## config.mk

```make
export PLATFORM = sky130hd
export DESIGN_NAME = axi_wresp_sched
export DESIGN_NICKNAME = d
export VERILOG_FILES = /design/src/rtl/axi_slave_pkg.sv /design/src/rtl/axi_wresp_fifo.sv /design/src/rtl/axi_wresp_sched.sv
export SDC_FILE = /design/constraint.sdc
export NUM_CORES = 1
export LEC_CHECK = 0
export ABC_AREA = 0
export BUFFER_PORTS_ARGS = -buffer_cell sky130_fd_sc_hd__buf_2
export CAP_MARGIN = 20
export CORE_MARGIN = 2
export CORE_UTILIZATION = 55
export CTS_CLUSTER_DIAMETER = 120
export DETAILED_ROUTE_END_ITERATION = 10
export PLACE_DENSITY = 0.86
export SYNTH_ARGS = -nofsm -noshare
export SYNTH_HDL_FRONTEND = slang
export SYNTH_SLANG_ARGS = --single-unit
```

## constraint.sdc

```tcl
create_clock -name clk -period 4.7 [get_ports clk]
set_clock_uncertainty 0.05 [all_clocks]
set_input_delay 0 -clock clk [delete_from_list [all_inputs] [get_ports clk]]
set_output_delay 0 -clock clk [all_outputs]
set_load 0.02 [all_outputs]
```

## src/rtl/axi_slave_pkg.sv

```systemverilog
// Shared types and constants for the AXI slave core.
// Optional build macro used by the core: AXI_WRESP_SLVERR_EN.
package axi_slave_pkg;

   localparam logic [1:0] RESP_OKAY   = 2'b00;
   localparam logic [1:0] RESP_SLVERR = 2'b10;

   typedef enum logic {WR_IDLE, WR_RESP} wresp_state_t;

endpackage

```

## src/rtl/axi_wresp_fifo.sv

```systemverilog
// Synchronous FIFO with occupancy count; used for the AW id queue and the
// completed-burst queue of the write-response scheduler.
module axi_wresp_fifo
   import axi_slave_pkg::*;
#(
   parameter int WIDTH = 1,
   parameter int DEPTH = 4
) (
   input  logic                     clk,
   input  logic                     reset,
   input  logic                     push,
   input  logic [WIDTH-1:0]         push_data,
   input  logic                     pop,
   output logic [WIDTH-1:0]         head,
   output logic [$clog2(DEPTH):0]   count,
   output logic                     full,
   output logic                     empty
);

   localparam int PW = $clog2(DEPTH);
   localparam logic [PW:0] FULL_COUNT = (PW+1)'(DEPTH);

   logic [WIDTH-1:0] mem [DEPTH];
   logic [PW-1:0]    wr_ptr;
   logic [PW-1:0]    rd_ptr;
   logic             do_push;
   logic             do_pop;

   assign do_push = push && !full;
   assign do_pop  = pop && !empty;

   // DEPTH is a power of two, so the pointers wrap naturally
   always_ff @(posedge clk or negedge reset) begin
      if (!reset) begin
         wr_ptr <= '0;
         rd_ptr <= '0;
         count  <= '0;
      end else begin
         if (do_push) wr_ptr <= wr_ptr + PW'(1);
         if (do_pop)  rd_ptr <= rd_ptr + PW'(1);
         case ({do_push, do_pop})
            2'b10:   count <= count + (PW+1)'(1);
            2'b01:   count <= count - (PW+1)'(1);
            default: count <= count;
         endcase
      end
   end

   always_ff @(posedge clk) begin
      if (do_push) mem[wr_ptr] <= push_data;
   end

   assign head  = mem[rd_ptr];
   assign full  = (count == FULL_COUNT);
   assign empty = (count == '0);

endmodule

```

## src/rtl/axi_wresp_sched.sv

```systemverilog
// AXI write-response scheduler: pairs AW ids with completed W bursts in order
// and drives the B channel. Define AXI_WRESP_SLVERR_EN to report SLVERR.
module axi_wresp_sched
   import axi_slave_pkg::*;
#(
   parameter int ID_W  = 6,
   parameter int DEPTH = 4
) (
   input  logic            clk,
   input  logic            reset,
   input  logic            aw_push,
   input  logic [ID_W-1:0] aw_id,
   output logic            aw_full,
   input  logic            w_beat,
   input  logic            w_last,
   input  logic            w_err,
   output logic            w_full,
   input  logic            BREADY,
   output logic            BVALID,
   output logic [ID_W-1:0] BID,
   output logic [1:0]      BRESP
);

   localparam int CW = $clog2(DEPTH) + 1;

   wresp_state_t    state;
   wresp_state_t    next_state;
   logic            load;
   logic            pop;
   logic [ID_W-1:0] aw_head;
   logic [CW-1:0]   aw_count;
   logic            aw_empty;
   logic            wl_push;
   logic            wl_empty;
   logic            unused;

   assign wl_push = w_beat && w_last;

   axi_wresp_fifo #(.WIDTH(ID_W), .DEPTH(DEPTH)) u_aw_fifo (
      .clk       (clk),
      .reset     (reset),
      .push      (aw_push),
      .push_data (aw_id),
      .pop       (pop),
      .head      (aw_head),
      .count     (aw_count),
      .full      (aw_full),
      .empty     (aw_empty)
   );

`ifdef AXI_WRESP_SLVERR_EN
   logic          err_acc;
   logic          wl_flag;
   logic          wl_head;
   logic [CW-1:0] wl_count;

   // the last beat's own error counts toward the burst it closes
   assign wl_flag = err_acc | w_err;

   always_ff @(posedge clk or negedge reset) begin
      if (!reset) begin
         err_acc <= 1'b0;
      end else if (w_beat) begin
         err_acc <= w_last ? 1'b0 : (err_acc | w_err);
      end
   end

   axi_wresp_fifo #(.WIDTH(1), .DEPTH(DEPTH)) u_wl_fifo (
      .clk       (clk),
      .reset     (reset),
      .push      (wl_push),
      .push_data (wl_flag),
      .pop       (pop),
      .head      (wl_head),
      .count     (wl_count),
      .full      (w_full),
      .empty     (wl_empty)
   );

   always_ff @(posedge clk or negedge reset) begin
      if (!reset) begin
         BRESP <= RESP_OKAY;
      end else if (load) begin
         BRESP <= wl_head ? RESP_SLVERR : RESP_OKAY;
      end
   end

   assign unused = ^{aw_count, wl_count};
`else
   localparam logic [CW-1:0] FULL_COUNT = CW'(DEPTH);

   logic [CW-1:0] wl_count;
   logic          wl_push_ok;
   logic          wl_pop_ok;

   // without error reporting only the number of completed bursts matters
   assign wl_push_ok = wl_push && !w_full;
   assign wl_pop_ok  = pop && !wl_empty;

   always_ff @(posedge clk or negedge reset) begin
      if (!reset) begin
         wl_count <= '0;
      end else begin
         case ({wl_push_ok, wl_pop_ok})
            2'b10:   wl_count <= wl_count + CW'(1);
            2'b01:   wl_count <= wl_count - CW'(1);
            default: wl_count <= wl_count;
         endcase
      end
   end

   assign w_full   = (wl_count == FULL_COUNT);
   assign wl_empty = (wl_count == '0);
   assign BRESP    = RESP_OKAY;
   assign unused   = ^{aw_count, w_err};
`endif

   always_ff @(posedge clk or negedge reset) begin
      if (!reset) begin
         state <= WR_IDLE;
      end else begin
         state <= next_state;
      end
   end

   // RESP always drops back through IDLE, so heads are stable while BVALID is up
   always_comb begin
      next_state = state;
      load       = 1'b0;
      pop        = 1'b0;
      case (state)
         WR_IDLE: begin
            if (!aw_empty && !wl_empty) begin
               next_state = WR_RESP;
               load       = 1'b1;
            end
         end
         WR_RESP: begin
            if (BREADY) begin
               next_state = WR_IDLE;
               pop        = 1'b1;
            end
         end
         default: next_state = WR_IDLE;
      endcase
   end

   always_ff @(posedge clk or negedge reset) begin
      if (!reset) begin
         BID <= '0;
      end else if (load) begin
         BID <= aw_head;
      end
   end

   assign BVALID = (state == WR_RESP);

endmodule

```

==> results.py <==
metrics = {
    "route": {
        "met1_length_mm": 1.14,
        "ant_nets": 0,
        "wl_per_cell_um": 14.1,
        "highest_layer": "met4",
        "drt-total-wl_mm": 2.58,
        "drt_iter0_markers": 42,
        "wl_met2_mm": 1.35,
        "vias": 901,
        "avgViaCountPerCell": 4.92,
        "met3_length_um": 66,
        "drt_first_pass_iters": 4,
        "drc": 0,
    },
    "floorplan": {
        "core_sq_um": 3050,
        "die-area_sq_um": 3680,
        "start_util": 0.579,
        "io_pins": 24,
        "die_width_um": 60.7,
        "die_y_um": 60.7,
        "rows": 20,
    },
    "cts": {
        "postCtsSetupBuffers": 0,
        "cts_hold_buffers": 8,
        "cts_resized": 0,
        "clk_pin_slew_worst_paths_ps": 110,
        "clock_latency_ps": 340,
        "clock_sinks": 41,
        "cts_tree": "done",
        "clock-root-buffer": "clkbuf_4",
        "cts_made_buffers": 5,
        "clock_path_buffers": 2,
        "htreeDepth": 2,
    },
    "place": {
        "dp_hpwl_mm": 1.86,
        "gp_congestion": 0.742,
        "placement.io_buffers": 20,
        "placed_area_sq_um": 1900,
    },
    "timing": {
        "finalSetupViolCount": 0,
        "fin_crit_ps": 2020,
        "final_max_slew_viol_count": 0,
        "rsz0062_at_grt": "false",
        "hold_viol": 0,
        "fin_crit_sh": 0.430,
        "hold_slack_ps": 45.6,
        "final.setup.tns_ps": 0,
        "timing.fmax_mhz": 495,
    },
    "yosys": {
        "ys_seq_area_frac": 0.648,
        "synth_top_area_cell": "edfxtp_1",
        "ys_types": 25,
        "syn_area_sq_um": 1770,
        "netlist.area_leader.share": 0.408,
        "synth_cells": 106,
        "synthTopCellsByArea": "edfxtp_1 41%, dfrtp_1 24%, mux4_2 7.6%",
        "yosysWarnings": 0,
        "ys_seq_elements": 41,
        "synth_area_per_cell_sq_um": 16.7,
    },
    "global_routing": {
        "grt_pass1_wl_mm": 4.06,
        "antenna_found_initial": 0,
        "grt_max_degree": 18,
        "grt_usage": 0.167,
        "grt_overflow": 0,
        "grt_pass1_vias": 865,
    },
    "job": {
        "maxCapViolations": 0,
    },
    "finish": {
        "area.growth.synth_to_final_pct": 14.6,
        "antenna_cells": 0,
        "drive_above_1_share": 0.302,
        "stdcell_area_sq_um": 2030,
        "final_nets": 159,
    },
    "min_path": {
        "hp-class": "in -> reg",
    },
    "worst_setup_path": {
        "cp_data_required_time_ps": 4920,
        "cp-start-kind": "flop",
        "worstSetupPathType": "reg -> reg",
        "critPathMaxFanout": 7,
        "endpoint_kind": "flop",
        "critPathArrivalTime_ps": 2240,
    },
    "pwr": {
        "powerDensity_nw_per_um2": 610,
        "irDropWorstVdd_mv": 0.286,
        "power_leakage_nw": 0.838,
    },
    "outcome": {
        "outcome": "complete, no violations",
    },
}
[layout make-up]
cell class | instances | area [sq um]
tap | 44 | 55.1
clock inverter | 3 | 12.5
multi-input combinational | 52 | 558
clock buffer | 5 | 37.5
inverter | 10 | 37.5
sequential | 41 | 1150
timing repair buffer | 28 | 180
fill | 209 | 1030
[per-stage QoR]
| stage | cells | util | power (mW) | worst slack (ps) |
|---|---|---|---|---|
| floorplan | 107 | - | 0.977 | 2600 |
| global placement | 167 | 0.621 | 1.06 | 2790 |
| detailed placement | 167 | 0.621 | 1.09 | 2710 |
| CTS | 183 | 0.664 | 1.25 | 2680 |
| global route | 183 | 0.664 | 1.32 | 2600 |
| finish | 183 | 0.664 | 1.24 | 2680 |
[power by group]
part | switching [mW] | internal (mW) | total [mW] | leakage [nW]
clock | 0.104 | 0.0542 | 0.158 | 0.0300
sequential | 0.0959 | 0.508 | 0.604 | 0.418
combinational | 0.232 | 0.243 | 0.475 | 0.390
total | 0.431 | 0.806 | 1.24 | 0.838
[layer usage]
layer  GRT usage  up-vias
li1            -      433
met5           0        -
met3      0.0704        4
met2       0.258       14
met1       0.206      450
met4      0.0745        0
[state kept, by name (all words and copies together), names as in the netlist]
name              flops
u_aw_fifo.count       3
BVALID                1
u_aw_fifo.wr_ptr      2
BID                   6
u_aw_fifo.mem        24
wl_count              3
u_aw_fifo.rd_ptr      2
[cells in the mapped netlist]
library cell / number
and2_1: 4
nor2_1: 3
mux2_2: 7
a21o_1: 1
and3_1: 1
nand3b_1: 1
ha_1: 6
inv_1: 10
buf_1: 1
mux2i_1: 2
nand2_1: 2
nor2b_2: 1
o311a_1: 1
dfrtp_1: 17
mux4_2: 6
nor3b_2: 1
xnor2_1: 4
edfxtp_1: 24
buf_6: 1
xor2_1: 5
nor3_4: 1
conb_1: 1
fa_1: 2
nor3_1: 2
buf_4: 2
[logic make-up (layout without fill, tap and decap cells)]
kind of cell,Yosys count,after routing,share of synthesized area
AO/OA/AOI/OAI,2,2,0.00991
XOR/XNOR,9,9,0.0446
adder cells (fa/ha/maj),8,8,0.0651
buffers and inverters,14,46,0.0382
flip-flops,41,41,0.648
multiplexers,15,15,0.132
other,1,2,0.00212
AND/OR/NAND/NOR,16,16,0.0595
[path summary, 6_finish.rpt]
kind	start	to	slack (ps)	cells after the start
worst min register to register	wl_count[2]$_DFFE_PN0P_	wl_count[2]$_DFFE_PN0P_	450	1
min in group asynchronous	reset	BID[2]$_DFFE_PN0P_	70	2
max in group asynchronous	reset	u_aw_fifo.rd_ptr[1]$_DFFE_PN0P_	4240	2
worst max-delay path	u_aw_fifo.count[0]$_DFFE_PN0P_	u_aw_fifo.count[2]$_DFFE_PN0P_	2680	9
worst min-delay path	aw_push	u_aw_fifo.wr_ptr[0]$_DFFE_PN0P_	50	3
worst max register to register	u_aw_fifo.count[0]$_DFFE_PN0P_	u_aw_fifo.count[2]$_DFFE_PN0P_	2680	9
[cells in the final DEF, fill, tap and decap left out, types with 2 or more instances in the layout]
cell	n
and2_1	4
buf_2	20
clkbuf_4	5
clkinv_1	2
conb_1	2
dfrtp_1	17
dlygate4sd3_1	8
edfxtp_1	24
fa_1	2
ha_1	6
inv_1	10
mux2_2	7
mux2i_1	2
mux4_2	6
nand2_1	2
nor2_1	3
nor3_1	2
xnor2_1	4
xor2_1	5
[worst max-delay path, stage by stage, from the launching register on]
cell and delay, ps:
dfrtp_1 450, nor3b_2 230, nor2b_2 110, inv_1 70, ha_1 180, inv_1 70, fa_1 370, xor2_1 150
nor2_1 120, xor2_1 150
Note: power is estimated with default switching activity, not from simulation.
